===== src/rtl/lcd_port_if.sv =====
// Signal bundle between the control CPU streams, the LCD/button pins and lcd_port_controller.
// The master side is the CPU plus pin readback. The slave side is the controller.
interface lcd_port_if;
  logic [31:0] lcd_in;
  logic        lcd_in_stb;
  logic        lcd_in_ack;
  logic [3:0]  lcd_data_out;
  logic        lcd_rs_out;
  logic        lcd_oe;
  logic        lcd_e;
  logic [3:0]  lcd_data_in;
  logic        lcd_rs_in;
  logic [4:0]  pb_out;

  modport master (
    output lcd_in, lcd_in_stb, lcd_data_in, lcd_rs_in,
    input  lcd_in_ack, lcd_data_out, lcd_rs_out, lcd_oe, lcd_e, pb_out
  );

  modport slave (
    input  lcd_in, lcd_in_stb, lcd_data_in, lcd_rs_in,
    output lcd_in_ack, lcd_data_out, lcd_rs_out, lcd_oe, lcd_e, pb_out
  );
endinterface


===== src/rtl/lcd_port_controller.sv =====
// Sends HD44780 bytes as timed 4-bit nibble pairs on the shared LCD/button port.
// While the bus is idle it debounces the push buttons that share the same pins.
module lcd_port_controller #(
  parameter int SETUP_CYCLES     = 4,
  parameter int E_HIGH_CYCLES    = 16,
  parameter int HOLD_CYCLES      = 16,
  parameter int CMD_WAIT_CYCLES  = 2500,
  parameter int LONG_WAIT_CYCLES = 100000,
  parameter int SETTLE_CYCLES    = 8,
  parameter int DEBOUNCE_CYCLES  = 500000
) (
  input logic       clk,
  input logic       rst,
  lcd_port_if.slave bus
);

  localparam logic [31:0] SETUP_LD  = 32'(SETUP_CYCLES - 1);
  localparam logic [31:0] EHIGH_LD  = 32'(E_HIGH_CYCLES - 1);
  localparam logic [31:0] HOLD_LD   = 32'(HOLD_CYCLES - 1);
  localparam logic [31:0] CMD_LD    = 32'(CMD_WAIT_CYCLES - 1);
  localparam logic [31:0] LONG_LD   = 32'(LONG_WAIT_CYCLES - 1);
  localparam logic [31:0] SETTLE_LD = 32'(SETTLE_CYCLES - 1);
  localparam logic [31:0] DB_MAX    = 32'(DEBOUNCE_CYCLES - 1);

  typedef enum logic [2:0] {
    IDLE,
    SETUP,
    EHIGH,
    HOLD,
    WAIT,
    SETTLE
  } state_t;

  state_t      state_q, state_d;
  logic [31:0] cnt_q, cnt_d;
  logic [7:0]  byte_q, byte_d;
  logic        rs_q, rs_d;
  logic        nib_q, nib_d;
  logic        second_q, second_d;

  logic        ack_q, oe_q, e_q, rs_out_q;
  logic [3:0]  data_q;

  logic [4:0]  sync1_q, sync2_q;
  logic [4:0]  cand_q, cand_d;
  logic [31:0] db_q, db_d;
  logic [4:0]  pb_q, pb_d;

  logic        longWait;
  logic        drive_d;
  logic [3:0]  nibble_d;
  logic        unused_lcd_in;

  assign unused_lcd_in = ^bus.lcd_in[31:10];

  // Clear, home and nibble-only writes need the long execution wait.
  assign longWait = nib_q || (!rs_q && (byte_q[7:2] == 6'd0));

  always_comb begin
    state_d  = state_q;
    cnt_d    = cnt_q;
    byte_d   = byte_q;
    rs_d     = rs_q;
    nib_d    = nib_q;
    second_d = second_q;
    case (state_q)
      IDLE: begin
        if (bus.lcd_in_stb) begin
          byte_d   = bus.lcd_in[7:0];
          rs_d     = bus.lcd_in[8];
          nib_d    = bus.lcd_in[9];
          second_d = 1'b0;
          state_d  = SETUP;
          cnt_d    = SETUP_LD;
        end
      end
      SETUP: begin
        if (cnt_q == 32'd0) begin
          state_d = EHIGH;
          cnt_d   = EHIGH_LD;
        end else begin
          cnt_d = cnt_q - 32'd1;
        end
      end
      EHIGH: begin
        if (cnt_q == 32'd0) begin
          state_d = HOLD;
          cnt_d   = HOLD_LD;
        end else begin
          cnt_d = cnt_q - 32'd1;
        end
      end
      HOLD: begin
        if (cnt_q == 32'd0) begin
          if (!second_q && !nib_q) begin
            second_d = 1'b1;
            state_d  = SETUP;
            cnt_d    = SETUP_LD;
          end else begin
            state_d = WAIT;
            cnt_d   = longWait ? LONG_LD : CMD_LD;
          end
        end else begin
          cnt_d = cnt_q - 32'd1;
        end
      end
      WAIT: begin
        if (cnt_q == 32'd0) begin
          state_d = SETTLE;
          cnt_d   = SETTLE_LD;
        end else begin
          cnt_d = cnt_q - 32'd1;
        end
      end
      SETTLE: begin
        if (cnt_q == 32'd0) begin
          state_d = IDLE;
          cnt_d   = 32'd0;
        end else begin
          cnt_d = cnt_q - 32'd1;
        end
      end
      default: begin
        state_d = SETTLE;
        cnt_d   = SETTLE_LD;
      end
    endcase
  end

  always_ff @(posedge clk or posedge rst) begin
    if (rst) begin
      state_q  <= SETTLE;
      cnt_q    <= SETTLE_LD;
      byte_q   <= 8'd0;
      rs_q     <= 1'b0;
      nib_q    <= 1'b0;
      second_q <= 1'b0;
    end else begin
      state_q  <= state_d;
      cnt_q    <= cnt_d;
      byte_q   <= byte_d;
      rs_q     <= rs_d;
      nib_q    <= nib_d;
      second_q <= second_d;
    end
  end

  // Pin outputs are registered from the next state, so the data and E edges never glitch.
  assign drive_d  = (state_d == SETUP) || (state_d == EHIGH) ||
                    (state_d == HOLD)  || (state_d == WAIT);
  assign nibble_d = second_d ? byte_d[3:0] : byte_d[7:4];

  always_ff @(posedge clk or posedge rst) begin
    if (rst) begin
      ack_q    <= 1'b0;
      oe_q     <= 1'b0;
      e_q      <= 1'b0;
      data_q   <= 4'd0;
      rs_out_q <= 1'b0;
    end else begin
      ack_q    <= (state_d == IDLE);
      oe_q     <= drive_d;
      e_q      <= (state_d == EHIGH);
      data_q   <= drive_d ? nibble_d : 4'd0;
      rs_out_q <= drive_d ? rs_d : 1'b0;
    end
  end

  // The debounce state only advances in IDLE, so our own driven nibbles are never sampled.
  always_comb begin
    cand_d = cand_q;
    db_d   = db_q;
    pb_d   = pb_q;
    if (state_q == IDLE) begin
      if (sync2_q != cand_q) begin
        cand_d = sync2_q;
        db_d   = 32'd0;
      end else if (db_q != DB_MAX) begin
        db_d = db_q + 32'd1;
      end
      if (db_d == DB_MAX) begin
        pb_d = cand_d;
      end
    end
  end

  always_ff @(posedge clk or posedge rst) begin
    if (rst) begin
      sync1_q <= 5'b11111;
      sync2_q <= 5'b11111;
      cand_q  <= 5'b11111;
      db_q    <= 32'd0;
      pb_q    <= 5'b11111;
    end else begin
      sync1_q <= {bus.lcd_rs_in, bus.lcd_data_in};
      sync2_q <= sync1_q;
      cand_q  <= cand_d;
      db_q    <= db_d;
      pb_q    <= pb_d;
    end
  end

  assign bus.lcd_in_ack   = ack_q;
  assign bus.lcd_oe       = oe_q;
  assign bus.lcd_e        = e_q;
  assign bus.lcd_data_out = data_q;
  assign bus.lcd_rs_out   = rs_out_q;
  assign bus.pb_out       = pb_q;

endmodule


===== src/flat_wrapper.sv =====
// flat-port wrapper written by rule: the top's interface ports become plain ports
module lcd_port_controller_flat 
#(
  parameter int SETUP_CYCLES     = 4,
  parameter int E_HIGH_CYCLES    = 16,
  parameter int HOLD_CYCLES      = 16,
  parameter int CMD_WAIT_CYCLES  = 2500,
  parameter int LONG_WAIT_CYCLES = 100000,
  parameter int SETTLE_CYCLES    = 8,
  parameter int DEBOUNCE_CYCLES  = 500000
)
  (clk, rst, bus_lcd_in, bus_lcd_in_stb, bus_lcd_data_in, bus_lcd_rs_in, bus_lcd_in_ack, bus_lcd_data_out, bus_lcd_rs_out, bus_lcd_oe, bus_lcd_e, bus_pb_out);
  lcd_port_if bus_i ();
  input logic clk;
  input logic rst;
  input wire logic [$bits(bus_i.lcd_in)-1:0] bus_lcd_in;
  input wire logic [$bits(bus_i.lcd_in_stb)-1:0] bus_lcd_in_stb;
  input wire logic [$bits(bus_i.lcd_data_in)-1:0] bus_lcd_data_in;
  input wire logic [$bits(bus_i.lcd_rs_in)-1:0] bus_lcd_rs_in;
  output wire logic [$bits(bus_i.lcd_in_ack)-1:0] bus_lcd_in_ack;
  output wire logic [$bits(bus_i.lcd_data_out)-1:0] bus_lcd_data_out;
  output wire logic [$bits(bus_i.lcd_rs_out)-1:0] bus_lcd_rs_out;
  output wire logic [$bits(bus_i.lcd_oe)-1:0] bus_lcd_oe;
  output wire logic [$bits(bus_i.lcd_e)-1:0] bus_lcd_e;
  output wire logic [$bits(bus_i.pb_out)-1:0] bus_pb_out;
  assign bus_i.lcd_in = bus_lcd_in;
  assign bus_i.lcd_in_stb = bus_lcd_in_stb;
  assign bus_i.lcd_data_in = bus_lcd_data_in;
  assign bus_i.lcd_rs_in = bus_lcd_rs_in;
  assign bus_lcd_in_ack = bus_i.lcd_in_ack;
  assign bus_lcd_data_out = bus_i.lcd_data_out;
  assign bus_lcd_rs_out = bus_i.lcd_rs_out;
  assign bus_lcd_oe = bus_i.lcd_oe;
  assign bus_lcd_e = bus_i.lcd_e;
  assign bus_pb_out = bus_i.pb_out;
  lcd_port_controller #(.SETUP_CYCLES(SETUP_CYCLES), .E_HIGH_CYCLES(E_HIGH_CYCLES), .HOLD_CYCLES(HOLD_CYCLES), .CMD_WAIT_CYCLES(CMD_WAIT_CYCLES), .LONG_WAIT_CYCLES(LONG_WAIT_CYCLES), .SETTLE_CYCLES(SETTLE_CYCLES), .DEBOUNCE_CYCLES(DEBOUNCE_CYCLES)) u_core (.clk(clk), .rst(rst), .bus(bus_i));
endmodule

===== config.mk =====
export PLATFORM = sky130hd
export DESIGN_NAME = lcd_port_controller_flat
export DESIGN_NICKNAME = d
export VERILOG_FILES = /design/src/rtl/lcd_port_if.sv /design/src/rtl/lcd_port_controller.sv /design/src/flat_wrapper.sv
export SDC_FILE = /design/constraint.sdc
export NUM_CORES = 1
export LEC_CHECK = 0
export BUFFER_PORTS_ARGS = -buffer_cell sky130_fd_sc_hd__buf_4
export CORE_ASPECT_RATIO = 0.7
export CORE_UTILIZATION = 44
export DETAILED_ROUTE_END_ITERATION = 10
export HOLD_SLACK_MARGIN = 0.02
export SLEW_MARGIN = 20
export SYNTH_ARGS = -nofsm -noshare
export SYNTH_HDL_FRONTEND = slang
export SYNTH_SLANG_ARGS = --single-unit

===== constraint.sdc =====
create_clock -name clk -period 4.2 [get_ports clk]
set_clock_uncertainty 0.1 [all_clocks]
set_input_delay 0.84 -clock clk [delete_from_list [all_inputs] [get_ports clk]]
set_output_delay 0.84 -clock clk [all_outputs]
set_load 0.02 [all_outputs]

# ---- Yosys cells after proc, flatten, opt, wreduce, memory -nomap -nowiden
# Cells that the tools add are included.
dict set report word_totals {
  reg_bits 106
  in_bits 40
  out_inout_bits 13
  wordCells 78
}
dict set report op_classes {
  add_sub_neg 2
  eq_ne 13
  muxes 31
  reduce_logical 16
}
# operator count
set ops {}
lappend ops {{32-bit 2-to-1 mux} 9}
lappend ops {{32-bit case mux with 5 select lines} 1}
lappend ops {{32-bit by 1-bit adder with 32-bit output (second input constant)} 1}
lappend ops {{32-bit by 19-bit == test with 1-bit output (second input constant)} 1}
lappend ops {{32-bit zero test} 1}
lappend ops {{32-bit by 19-bit inequality test with 1-bit output (second input constant)} 1}
lappend ops {{32-bit by 1-bit subtractor with 32-bit output (second input constant)} 1}
lappend ops {{3-bit 2-to-1 mux} 7}
lappend ops {{3-bit case mux with 6 select lines} 1}
lappend ops {{17-bit 2-to-1 mux} 1}
lappend ops {{8-bit 2-to-1 mux} 2}
lappend ops {{3-bit by 2-bit == test with 1-bit output (second input constant)} 4}
lappend ops {{3-bit == test (second input constant)} 3}
lappend ops {{4-bit 2-to-1 mux} 2}
lappend ops {{3-bit by 1-bit == test with 1-bit output (second input constant)} 2}
lappend ops {{3-bit zero test} 2}
lappend ops {{6-bit zero test} 1}
lappend ops {{1-bit 2-to-1 mux} 6}
lappend ops {{5-bit 2-to-1 mux} 1}
lappend ops {{5-bit inequality test} 1}
lappend ops {{1-bit logical OR} 4}
lappend ops {{2-bit AND reduction} 2}
lappend ops {{1-bit zero test} 3}
lappend ops {{1-bit logical AND} 2}
lappend ops {{3 further kinds} 3}

# ---- Depth between registers and ports, before layout
# Gate-level depths: netlist of run 1.
dict set report logic_depth {
  depth_word 10
  ltp_mapped 11
  depth_no_buf 9
}

# ---- Worst setup path after synthesis of run 1
# No wires, ideal clock.
dict set report synth_path {
  path_kind {flip-flop to flip-flop}
  startpoint {register u_core.cnt_q[25]}
  endpoint {register u_core.data_q[0] (netlist: u_core.bus.lcd_data_out[0])}
  setup_time_ns 0.135
  arrival_time_ns 2.747
  t_required_ns 3.965
  setup_slack_ns 1.218
  stages_incl_launch_ff 10
  path_buffers 1
  period_less_slack_ns 2.982
  path_cell_list {dfrtp_1 > or3_1 > or4_4 > or4_1 > buf_2 > nor2_4 > xnor2_1 > o21bai_2 > xnor2_1 > nor2_1}
}
dict set report synth_via {
  elab_chain_len 8
  elab_cells_between_ends 18
  cone_classes {4 x eq/ne; 10 x mux; 4 x reduce/logical}
}
# item line_no
set synth_rtl {}
lappend synth_rtl {{start: declaration} lcd_port_controller.sv:35} ;# logic [31:0] cnt_q, cnt_d;
lappend synth_rtl {{start signal: assignment} lcd_port_controller.sv:140} ;# cnt_q <= cnt_d;
lappend synth_rtl {{32-bit zero test *} -}
lappend synth_rtl {{3-bit 2-to-1 mux (on tied branches)} -}
lappend synth_rtl {{3-bit case mux with 6 select lines} lcd_port_controller.sv:66} ;# case (state_q)
lappend synth_rtl {{3-bit by 1-bit == test with 1-bit output or 3-bit by 2-bit == test with 1-bit output (tied branches)} lcd_port_controller.sv:149} ;# assign drive_d = (state_d == SETUP) || (state_d == EHIGH) ||
lappend synth_rtl {{1-bit logical OR (2 in a row)} lcd_port_controller.sv:149}
lappend synth_rtl {{1-bit logical OR} lcd_port_controller.sv:150} ;# (state_d == HOLD) || (state_d == WAIT);
lappend synth_rtl {{4-bit 2-to-1 mux *} lcd_port_controller.sv:164} ;# data_q <= drive_d ? nibble_d : 4'd0;
lappend synth_rtl {{end signal: assignment} lcd_port_controller.sv:164}
lappend synth_rtl {{end: declaration} lcd_port_controller.sv:42} ;# logic [3:0] data_q;
# Mark *: on every way between the ends. The rest lies on a longest branch, timed or not.
# A chain may end at the register's enable or synchronous reset.

# ---- Worst setup path in the final report of run 1
dict set report layout_path {
  startpoint {register u_core.db_q[0]}
  endpoint {register u_core.pb_q[3] (netlist: u_core.bus.pb_out[3])}
}
dict set report layout_via {
  elab_chain_len 6
  elab_cells_between_ends 7
  cone_classes {1 x add/sub; 2 x eq/ne; 3 x mux; 1 x reduce/logical}
}
# item line_no
set layout_rtl {}
lappend layout_rtl {{start: declaration} lcd_port_controller.sv:46} ;# logic [31:0] db_q, db_d;
lappend layout_rtl {{start signal: assignment} lcd_port_controller.sv:192} ;# db_q <= 32'd0;
lappend layout_rtl {{start signal: assignment} lcd_port_controller.sv:198} ;# db_q <= db_d;
lappend layout_rtl {{32-bit by 1-bit adder with 32-bit output or 32-bit by 19-bit inequality test with 1-bit output (tied branches)} {lcd_port_controller.sv:179, lcd_port_controller.sv:178}}
lappend layout_rtl {{32-bit 2-to-1 mux *} lcd_port_controller.sv:178} ;# end else if (db_q != DB_MAX) begin
lappend layout_rtl {{32-bit 2-to-1 mux *} lcd_port_controller.sv:175} ;# if (sync2_q != cand_q) begin
lappend layout_rtl {{32-bit 2-to-1 mux *} lcd_port_controller.sv:174} ;# if (state_q == IDLE) begin
lappend layout_rtl {{32-bit by 19-bit == test with 1-bit output *} lcd_port_controller.sv:181} ;# if (db_d == DB_MAX) begin
lappend layout_rtl {{2-bit AND reduction (no line) *} -}
lappend layout_rtl {{end signal: assignment} lcd_port_controller.sv:199} ;# pb_q <= pb_d;
lappend layout_rtl {{end: declaration} lcd_port_controller.sv:47} ;# logic [4:0] pb_q, pb_d;
# Mark *: on every way between the ends. The rest lies on a longest branch, timed or not. The select of a mux whose other input is x is not followed.

==> flow_summary.yaml, run 1 <==
die:
  die_h_um: 98.67
  die_w_um: 140.1
  initial_core_util_pct: 46.18
  core_area_sq_mm: 0.01272
  ios: 53
  die-area_sq_mm: 0.01382
  rows: 34
synthesis:
  synth_top_flop_cell: "dfrtp_1"
  post_synth.cell_area_avg_sq_um: 8.677
  synth_top_cell_area_share_pct: 34.50
  ys_ff_latch: 106
  synth_edf_count: 0
  synth_cell_types: 58
  synthesis.area_sq_mm: 0.005874
  ys_warn_count: 0
  synth_seq_area_share_pct: 45.69
  async_reset_ff_share_pct: 100.0
  yosysTopAreaCell: "dfrtp_1"
  yosys-top-cells-area: "dfrtp_1 (35%), dfstp_2 (11%), nand2_1 (7.2%)"
  yosysMostFrequentCell: "nand2_1"
  synthCells: 677
  syn_nets: 720
  synthTopCellsByCount: "nand2_1 (113), o21ai_0 (84), dfrtp_1 (81)"
sta:
  finalCritPeriodShare_pct: 86.47
  hold_viol: 0
  rsz0062_at_grt: "no"
  slew_viol_final: 0
  max_freq_mhz: 275.3
  finalCriticalPeriod_ps: 3632
  worst_slew_pin_slew_ps: 957.0
  setup_tns_ps: 0
  slew_headroom_pct: 36.20
  setup_viol: 0
cts:
  ctsHtreeMaxLevel: 3
  cts_made_buffers: 9
  clock_sinks: 106
  cts_root_buf: "clkbuf_16"
  cts_setup_buffers: 0
  insertion_delay_ps: 350
  cts_resized: 0
  clockBufferDepth: 2
  cts_tree: "built"
  path_clk_slew_ps: 70
  cts.hold.buffers_added: 0
setup_path:
  crit_end: "u_core.bus.pb_out[3]"
  crit_start: "u_core.db_q[0]"
  worstPathArrival_ps: 3810
  regToRegSetupSlack_ps: 570
  rr_worst_depth: 10
  cp.required_ps: 4370
  r2r_end: "u_core.bus.pb_out[3]"
  r2r_start: "u_core.db_q[0]"
  cp-start-kind: "register"
  worstSetupEndpointType: "register"
  crit_type: "reg2reg"
  cp_max_fo: 12
power_and_ir_drop:
  p_leak_nw: 2.684
  peakVddDrop_mv: 0.2200
  p_per_area_mw_per_mm2: 371.8
  power_mw: 2.420
drt:
  ant_nets: 0
  drtIter0Drc: 408
  wire_per_inst_um: 16.57
  via_count: 5076
  drcViolationCount: 0
  post_drt_via_cell_ratio: 5.958
  drtPass1Iterations: 5
  wl_um: 14110
min_path:
  hold_path_class: "reg2reg"
layout:
  drive_gt1_share_pct: 15.94
  synthToLayoutAreaGrowth_pct: 10.78
  nFillCells: 1167
  fin_nets: 728
  diodes: 0
  fin_area_sq_mm: 0.006507
global_route:
  grt_usage_pct: 21.80
  antenna_found_initial: 0
  grt_pass1_wl_um: 24030
  grt_max_degree: 66
  grt_pass1_vias: 4624
  overflow: 0
placement:
  portBuffers: 30
  dp_hpwl_um: 9518
  place_area_sq_mm: 0.006225
  routabilityCongestion: 0.8345
run:
  drv_cap: 0
run_status:
  status: "finished clean"
[through the flow]
stage          setup slack [ps]  std cells  util, %  hold WS (ps)
6_report                  568.2        852    51.16         253.3
5_1_grt                   306.4        852    51.16         253.8
4_1_cts                   607.3        852    51.16         251.4
3_5_place_dp              628.6        836    48.94         247.2
3_3_place_gp              702.4        836    48.94         245.9
2_1_floorplan             512.5        677        -         245.2
[final cells by class]
type	count	area [sq um]	share of cell area [%]
Clock buffer	9	225.2	3.461
Clock inverter	7	57.56	0.8844
Inverter	15	58.81	0.9037
Multi-Input combinational cell	512	2959	45.47
Sequential cell	106	2684	41.24
Tap cell	162	202.7	3.115
Timing Repair Buffer	41	320.3	4.922
[per-layer routing]
| metal | routed length, um | up-vias | GRT usage (%) | share of wire [%] |
|---|---|---|---|---|
| met4 | 166 | 0 | 4.987 | 1.2 |
| met3 | 994 | 16 | 4.470 | 7.0 |
| li1 | - | 2460 | - | - |
| met1 | 7158 | 2436 | 34.23 | 51 |
| met5 | 0 | - | 0 | 0 |
| met2 | 5795 | 164 | 30.31 | 41 |
[logic make-up after synthesis]
| logic type | count (synthesis) | share of synthesized area [%] |
|---|---|---|
| adder cells (fa/ha/maj) | 3 | 0.6390 |
| multiplexers | 21 | 3.898 |
| flip-flops | 106 | 45.69 |
| AND/OR/NAND/NOR | 295 | 24.84 |
| AO/OA/AOI/OAI | 173 | 17.93 |
| buffers and inverters | 59 | 4.025 |
| XOR/XNOR | 20 | 2.982 |
[power breakdown]
part | total (mW) | internal, mW | switching (mW)
combinational | 0.337 | 0.146 | 0.191
clock | 0.823 | 0.414 | 0.409
sequential | 1.26 | 1.15 | 0.112
total | 2.42 | 1.71 | 0.712
[layout by cell type (no fill, tap or decap), types with 3 or more instances in the layout]
master | netlist | layout
nand2_1 | 113 | 113
o21ai_0 | 84 | 84
dfrtp_1 | 81 | 81
nor2_1 | 46 | 46
buf_4 | 3 | 40
nor3_1 | 27 | 26
dfstp_2 | 25 | 25
nand3_1 | 22 | 22
o31ai_1 | 19 | 19
a31oi_1 | 17 | 17
nor4_1 | 15 | 15
a21oi_1 | 15 | 15
mux2_2 | 15 | 15
inv_1 | 15 | 14
xnor2_1 | 13 | 13
or3_1 | 12 | 12
nand4_1 | 12 | 12
clkbuf_16 | 0 | 9
or4_1 | 7 | 7
o41ai_1 | 7 | 7
xor2_1 | 7 | 7
nand2b_1 | 6 | 6
mux2i_1 | 6 | 6
a22o_1 | 5 | 5
and3_1 | 5 | 5
nor2b_1 | 5 | 5
and2_1 | 4 | 4
o211ai_1 | 4 | 4
nand4b_1 | 3 | 3
nor4b_1 | 3 | 3
and4_1 | 3 | 3
a21o_1 | 3 | 3
o22ai_1 | 3 | 3
ha_1 | 3 | 3
inv_6 | 0 | 3
[state kept, by name (all words and copies together) (netlist names)]
| name | count |
|---|---|
| u_core.bus.lcd_e | 1 |
| u_core.db_q | 32 |
| u_core.rs_q | 1 |
| u_core.nib_q | 1 |
| u_core.bus.lcd_oe | 1 |
| u_core.byte_q | 8 |
| u_core.cnt_q | 32 |
| u_core.bus.lcd_in_ack | 1 |
| u_core.cand_q | 5 |
| u_core.second_q | 1 |
| u_core.bus.lcd_rs_out | 1 |
| u_core.state_q | 3 |
| u_core.bus.pb_out | 5 |
| u_core.bus.lcd_data_out | 4 |
| u_core.sync2_q | 5 |
| u_core.sync1_q | 5 |
[how the worst min path moves through the flow]
stage,start,cells after the start,slack (ps),endpoint
floorplan,u_core.sync1_q[0],0,250,u_core.sync2_q[0]
global placement,u_core.sync1_q[1],0,250,u_core.sync2_q[1]
detailed placement,u_core.sync1_q[4],0,250,u_core.sync2_q[4]
CTS,u_core.sync1_q[2],0,250,u_core.sync2_q[2]
global route,u_core.sync1_q[2],0,250,u_core.sync2_q[2]
finish,u_core.sync1_q[2],0,250,u_core.sync2_q[2]
[worst max-delay path, stage by stage (launching register included)]
cell and delay (ps):
dfrtp_1 460, ha_1 320, nand4_1 260, or4_1 700
nor4_1 260, buf_4 180, mux2i_1 190, nand3_1 90
nor3_1 320, nand4b_2 310, mux2_2 360
(Power assumes the default switching activity.)
==> run 2: changes to the inputs <==
--- a/config.mk
+++ b/config.mk
@@ -5,11 +5,14 @@
 export SDC_FILE = /design/constraint.sdc
 export NUM_CORES = 1
 export LEC_CHECK = 0
+export ABC_AREA = 1
 export BUFFER_PORTS_ARGS = -buffer_cell sky130_fd_sc_hd__buf_4
+export CAP_MARGIN = 15
 export CORE_ASPECT_RATIO = 0.7
 export CORE_UTILIZATION = 44
 export DETAILED_ROUTE_END_ITERATION = 10
 export HOLD_SLACK_MARGIN = 0.02
+export SETUP_SLACK_MARGIN = 0.15
 export SLEW_MARGIN = 20
 export SYNTH_ARGS = -nofsm -noshare
 export SYNTH_HDL_FRONTEND = slang
==> flow_summary.yaml, run 2 <==
synthesis:
  synth-compound-area-share_pct: 7.325
  syn_nets: 974
  synth_top_family_by_area: "simple AND/OR/NAND/NOR gates"
  ys_warn_count: 0
  yosysMostFrequentCell: "nand2_1"
  synth_cell_types: 38
  synthXorXnorAreaFrac_pct: 4.465
  post_synth.cell_area_avg_sq_um: 6.954
  yosys-top-cells-area: "dfrtp_1 (31%), nand2_1 (17%), dfstp_2 (10%)"
  synth_seq_area_share_pct: 41.46
  async_reset_ff_share_pct: 100.0
  synth_mux_area_share_pct: 0
  synth_top_flop_cell: "dfrtp_1"
  yosysTopAreaCell: "dfrtp_1"
  synthesis.area_sq_mm: 0.006474
  synthTopCellsByCount: "nand2_1 (291), nor2_1 (153), inv_1 (96)"
  synth_edf_count: 0
  yosys.area_share.simple_pct: 39.25
  synthCells: 931
  ys_ff_latch: 106
  synth_fa_ha_area_share_pct: 0.5798
  synth_top_cell_area_share_pct: 31.31
drt:
  wire_per_inst_um: 14.09
  drtPass1Iterations: 5
  wl_met3_um: 1154
  wl_met1_um: 9210
  wl_um: 16290
  drtIter0Drc: 505
  via_count: 5878
  drcViolationCount: 0
  ant_nets: 0
  top_layer_used: "met4"
  met2_length_um: 5809
  post_drt_via_cell_ratio: 5.085
setup_path:
  worstPathArrival_ps: 2990
  regToRegSetupSlack_ps: 1360
  path_common_cell: "nand2_1"
  crit_buf_inv: 3
  r2r_end: "u_core.bus.lcd_data_out[1]"
  rr_worst_depth: 14
  crit_type: "reg2reg"
  cp.required_ps: 4360
  worstSetupEndpointType: "register"
  cp-start-kind: "register"
  critical-path-top-delay-family: "simple AND/OR/NAND/NOR gates"
  slowest_stage: "nor2_4"
  crit_chain: "nor2_1 > inv_2 > nor2_4 > inv_1 > nor2_2 > inv_2 > nand2_1 > a21oi_1 > nand2_1 > nor2_1 > nand2_1 > nand2_1 > nand2_1 > nor2_1"
  max_stage_delay_ps: 500
  r2r_start: "u_core.state_q[1]"
  cp_max_fo: 25
min_path:
  hold_depth: 0
  hold_path_class: "reg2reg"
  min_from: "u_core.sync1_q[0]"
  hold_path_end: "u_core.sync2_q[0]"
run_status:
  status: "finished clean"
layout:
  synthToLayoutAreaGrowth_pct: 11.64
  regArea_sq_mm: 0.002684
  multi_input_area_sq_mm: 0.003342
  instances_no_fill: 1156
  largestRegisters: "u_core.cnt_q: 32 flops, u_core.db_q: 32 flops, u_core.byte_q: 8 flops"
  fin_nets: 1004
  diodes: 0
  final_common_cell: "nand2_1"
  layout_common_cells: "nand2_1 (291), nor2_1 (153), inv_1 (95)"
  nFillCells: 1462
  drive_gt1_share_pct: 11.90
  fin_util_pct: 51.10
sta:
  finalCritPeriodShare_pct: 67.56
  finalCriticalPeriod_ps: 2837
  max_freq_mhz: 352.4
  worst_slew_pin_slew_ps: 778.2
  slew_viol_final: 0
  hold_viol: 0
  setup_ws_ps: 1363
  slew_headroom_pct: 47.93
  rsz0062_at_grt: "no"
  setup_viol: 0
  hold_ws_ps: 259.0
  setup_tns_ps: 0
power_and_ir_drop:
  peakVddDrop_mv: 0.1678
  p_leak_nw: 3.292
  p_per_area_mw_per_mm2: 276.6
cts:
  cts_setup_buffers: 0
  clockBufferDepth: 2
  insertion_delay_ps: 360
  path_clk_slew_ps: 80
  clock_sinks: 106
  cts_resized: 0
  cts.hold.buffers_added: 0
  ctsHtreeMaxLevel: 3
  cts_made_buffers: 9
  cts_tree: "built"
  cts_root_buf: "clkbuf_16"
die:
  die_w_um: 147.0
  initial_core_util_pct: 45.77
  ios: 53
  die_h_um: 103.5
  die-area_sq_mm: 0.01521
  rows: 36
  core_area_sq_mm: 0.01414
global_route:
  overflow: 0
  grt_max_degree: 60
  grt_usage_pct: 23.01
  grt_pass1_wl_um: 27140
  grt_pass1_vias: 5223
  antenna_found_initial: 0
placement:
  dp_hpwl_um: 12260
  routabilityCongestion: 0.9383
  pre_cts_ws_ps: 1329
  portBuffers: 30
  dp_cells: 1140
run:
  drv_cap: 0
==> run 2: cell types whose count changed in the layout (fill, tap and decap cells not counted), moves of 15 or more <==
cell / before / now
a31oi_1: 17 / 2
inv_1: 14 / 95
mux2_2: 15 / 0
nand2_1: 113 / 291
nand3_1: 22 / 59
nor2_1: 46 / 153
o21ai_0: 84 / 59
o31ai_1: 19 / 2
xor2_1: 7 / 25
==> run 2: metrics by stage <==
stage	power (mW)	instance area [sq um]
3_5_place_dp	1.126	6908
5_1_grt	2.063	7227
2_1_floorplan	1.095	6474
3_3_place_gp	1.126	6908
6_report	1.999	7227
4_1_cts	2.024	7227
==> run 2: area by class of cell <==
| type | instances | area share (%) |
|---|---|---|
| sequential | 106 | 37.14 |
| multi-input combinational | 708 | 46.24 |
| inverter | 101 | 5.280 |
| tap | 190 | 3.289 |
| clock buffer | 9 | 3.116 |
| timing repair buffer | 35 | 3.636 |
| clock inverter | 7 | 1.298 |
==> run 2: how the worst max path moves through the flow <==
stage                 startpoint                          to  slack [ps]  cells after the start
4_1_cts        u_core.state_q[1]           u_core.bus.lcd_oe        1330                     14
6_report       u_core.state_q[1]  u_core.bus.lcd_data_out[1]        1360                     14
3_5_place_dp   u_core.state_q[1]           u_core.bus.lcd_oe        1330                     14
2_1_floorplan                rst  u_core.bus.lcd_data_out[0]         510                      1
3_3_place_gp   u_core.state_q[1]  u_core.bus.lcd_data_out[2]        1380                     14
5_1_grt        u_core.state_q[1]  u_core.bus.lcd_data_out[1]         970                     14
==> run 2: cells by family (layout without fill, tap and decap cells) <==
kind of cell             count (synthesis)  in the layout
buffers and inverters                  117            152
AND/OR/NAND/NOR                        584            584
AO/OA/AOI/OAI                           88             88
XOR/XNOR                                33             33
adder cells (fa/ha/maj)                  3              3
flip-flops                             106            106
==> run 2: where the power goes <==
part           switching (mW)  internal (mW)
combinational          0.0399         0.0213
clock                   0.459          0.435
sequential            0.00672           1.04
total                   0.506           1.49
==> run 2: routing by layer <==
metal | vias up | track usage [%]
li1 | 3008 | -
met1 | 2694 | 38.08
met2 | 166 | 29.35
met3 | 10 | 4.781
met4 | 0 | 5.075
met5 | - | 0
==> run 2: worst register-to-register path, delay by kind of cell, from the launching register on <==
kind	cells	cell delay [ps]
compound gates	1	40
simple gates	10	1750
buf+inv	3	410
flops	1	430
==> run 3: changes to the inputs <==
==> constraint.sdc (replaced) <==
create_clock -name clk -period 2.7 [get_ports clk]
set_clock_uncertainty 0.1 [all_clocks]
set_input_delay 0.54 -clock clk [delete_from_list [all_inputs] [get_ports clk]]
set_output_delay 0.54 -clock clk [all_outputs]
set_load 0.02 [all_outputs]
==> flow_summary.yaml, run 3 (synthesis gave the netlist of run 2 again) <==
run_status:
  status: "finished clean"
global_route:
  antenna_found_initial: 0
  grt_pass1_vias: 5234
  overflow: 0
  grt_usage_pct: 23.21
  grt_max_degree: 107
  grt_pass1_wl_um: 27440
setup_path:
  max_stage_delay_ps: 440
  cp-start-kind: "register"
  worstSetupEndpointType: "register"
  slowest_stage: "dfrtp_1"
  crit_type: "reg2reg"
  rr_worst_depth: 11
  cp_max_fo: 10
  path_common_cell: "nor2_2"
  worstPathArrival_ps: 2530
  cp.required_ps: 2850
  crit_chain: "nor2_2 > nand2_1 > nor2_2 > nand2_1 > nor2_4 > nor2_2 > nor2_2 > nand3_1 > nand3b_1 > nand2_2 > nor2_1"
layout:
  instances_no_fill: 1173
  synthToLayoutAreaGrowth_pct: 15.33
  regArea_sq_mm: 0.002691
  fin_nets: 1021
  diodes: 0
  nFillCells: 1436
  largestRegisters: "u_core.cnt_q: 32 flops, u_core.db_q: 32 flops, u_core.byte_q: 8 flops"
  final_common_cell: "nand2_1"
  layout_common_cells: "nand2_1 (290), nor2_1 (148), inv_1 (95)"
  drive_gt1_share_pct: 15.06
  multi_input_area_sq_mm: 0.003405
sta:
  setup_tns_ps: 0
  finalCritPeriodShare_pct: 88.33
  slew_headroom_pct: 57.74
  worst_slew_pin_slew_ps: 627.2
  max_freq_mhz: 419.3
  slew_viol_final: 0
  setup_viol: 0
  hold_viol: 0
  finalCriticalPeriod_ps: 2385
  rsz0062_at_grt: "no"
power_and_ir_drop:
  p_leak_nw: 3.381
  peakVddDrop_mv: 0.3029
  power_mw: 3.133
  p_per_area_mw_per_mm2: 419.6
cts:
  clock_sinks: 106
  insertion_delay_ps: 360
  ctsHtreeMaxLevel: 3
  cts_tree: "built"
  cts.hold.buffers_added: 0
  path_clk_slew_ps: 80
  cts_made_buffers: 9
  cts_root_buf: "clkbuf_16"
  clockBufferDepth: 2
placement:
  portBuffers: 30
  dp_cells: 1153
  routabilityCongestion: 0.9714
  dp_hpwl_um: 12290
drt:
  drcViolationCount: 0
  drtPass1Iterations: 5
  ant_nets: 0
  wire_per_inst_um: 14.16
  post_drt_via_cell_ratio: 5.049
  drtIter0Drc: 448
  via_count: 5922
  wl_um: 16610
die:
  die_w_um: 147.0
  core_area_sq_mm: 0.01414
  initial_core_util_pct: 45.77
  rows: 36
  ios: 53
  die_h_um: 103.5
  die-area_sq_mm: 0.01521
min_path:
  hold_path_class: "in2async"
run:
  drv_cap: 0
## run 3: path summary, 6_finish.rpt
| check | start | slack [ps] | endpoint |
|---|---|---|---|
| max reg2reg | u_core.cnt_q[9] | 320 | u_core.bus.lcd_rs_out |
| max in group asynchronous | rst | 1780 | u_core.db_q[15] |
| min | rst | 170 | u_core.db_q[26] |
| max | u_core.cnt_q[9] | 320 | u_core.bus.lcd_rs_out |
| min reg2reg | u_core.sync1_q[3] | 260 | u_core.sync2_q[3] |
| min in group clk | bus_lcd_data_in[2] | 170 | u_core.sync1_q[2] |
## run 3: layout make-up
type,count,area share (%)
inverter,101,5.128
multi-input combinational,708,45.60
clock inverter,7,1.290
clock buffer,9,3.017
tap,190,3.184
timing repair buffer,52,5.732
sequential,106,36.05
## run 3: worst max-delay path, delay by kind of cell (launching register included)
kind             cells  cell delay, ps
flip-flops           1             440
AND/OR/NAND/NOR     11            1740
## run 3: metrics by stage
stage / worst slack, ps / utilization, % / instance area [sq um] / hold WS [ps]
after floorplan: 664.1 / - / 6477 / 245.2
after global placement: 233.1 / 49.72 / 7032 / 245.4
after detailed placement: 229.1 / 49.72 / 7032 / 246.8
after CTS: 189.2 / 51.99 / 7353 / 160.8
after global routing: 146.5 / 52.79 / 7466 / 151.0
final: 315.0 / 52.79 / 7466 / 173.2
## run 3: routing by layer
metal  part of all wire, %  track usage (%)  vias to the layer above
met5                     0                0                        -
met2                    36            29.60                      167
met1                    57            38.71                     2707
li1                      -                -                     3041
met3                   6.5            4.825                        7
met4                  0.60            4.124                        0
## run 3: where the power goes
part / internal [mW] / switching, mW
clock: 0.681 / 0.731
sequential: 1.61 / 0.0110
combinational: 0.0364 / 0.0606
total: 2.33 / 0.803
## run 3: timing repair
item | CTS | global route
setup buffers | 0 | 4
resized for setup | 0 | 21
endpoints found under the setup margin | 0 | 16
endpoints found under the hold margin | 0 | 0
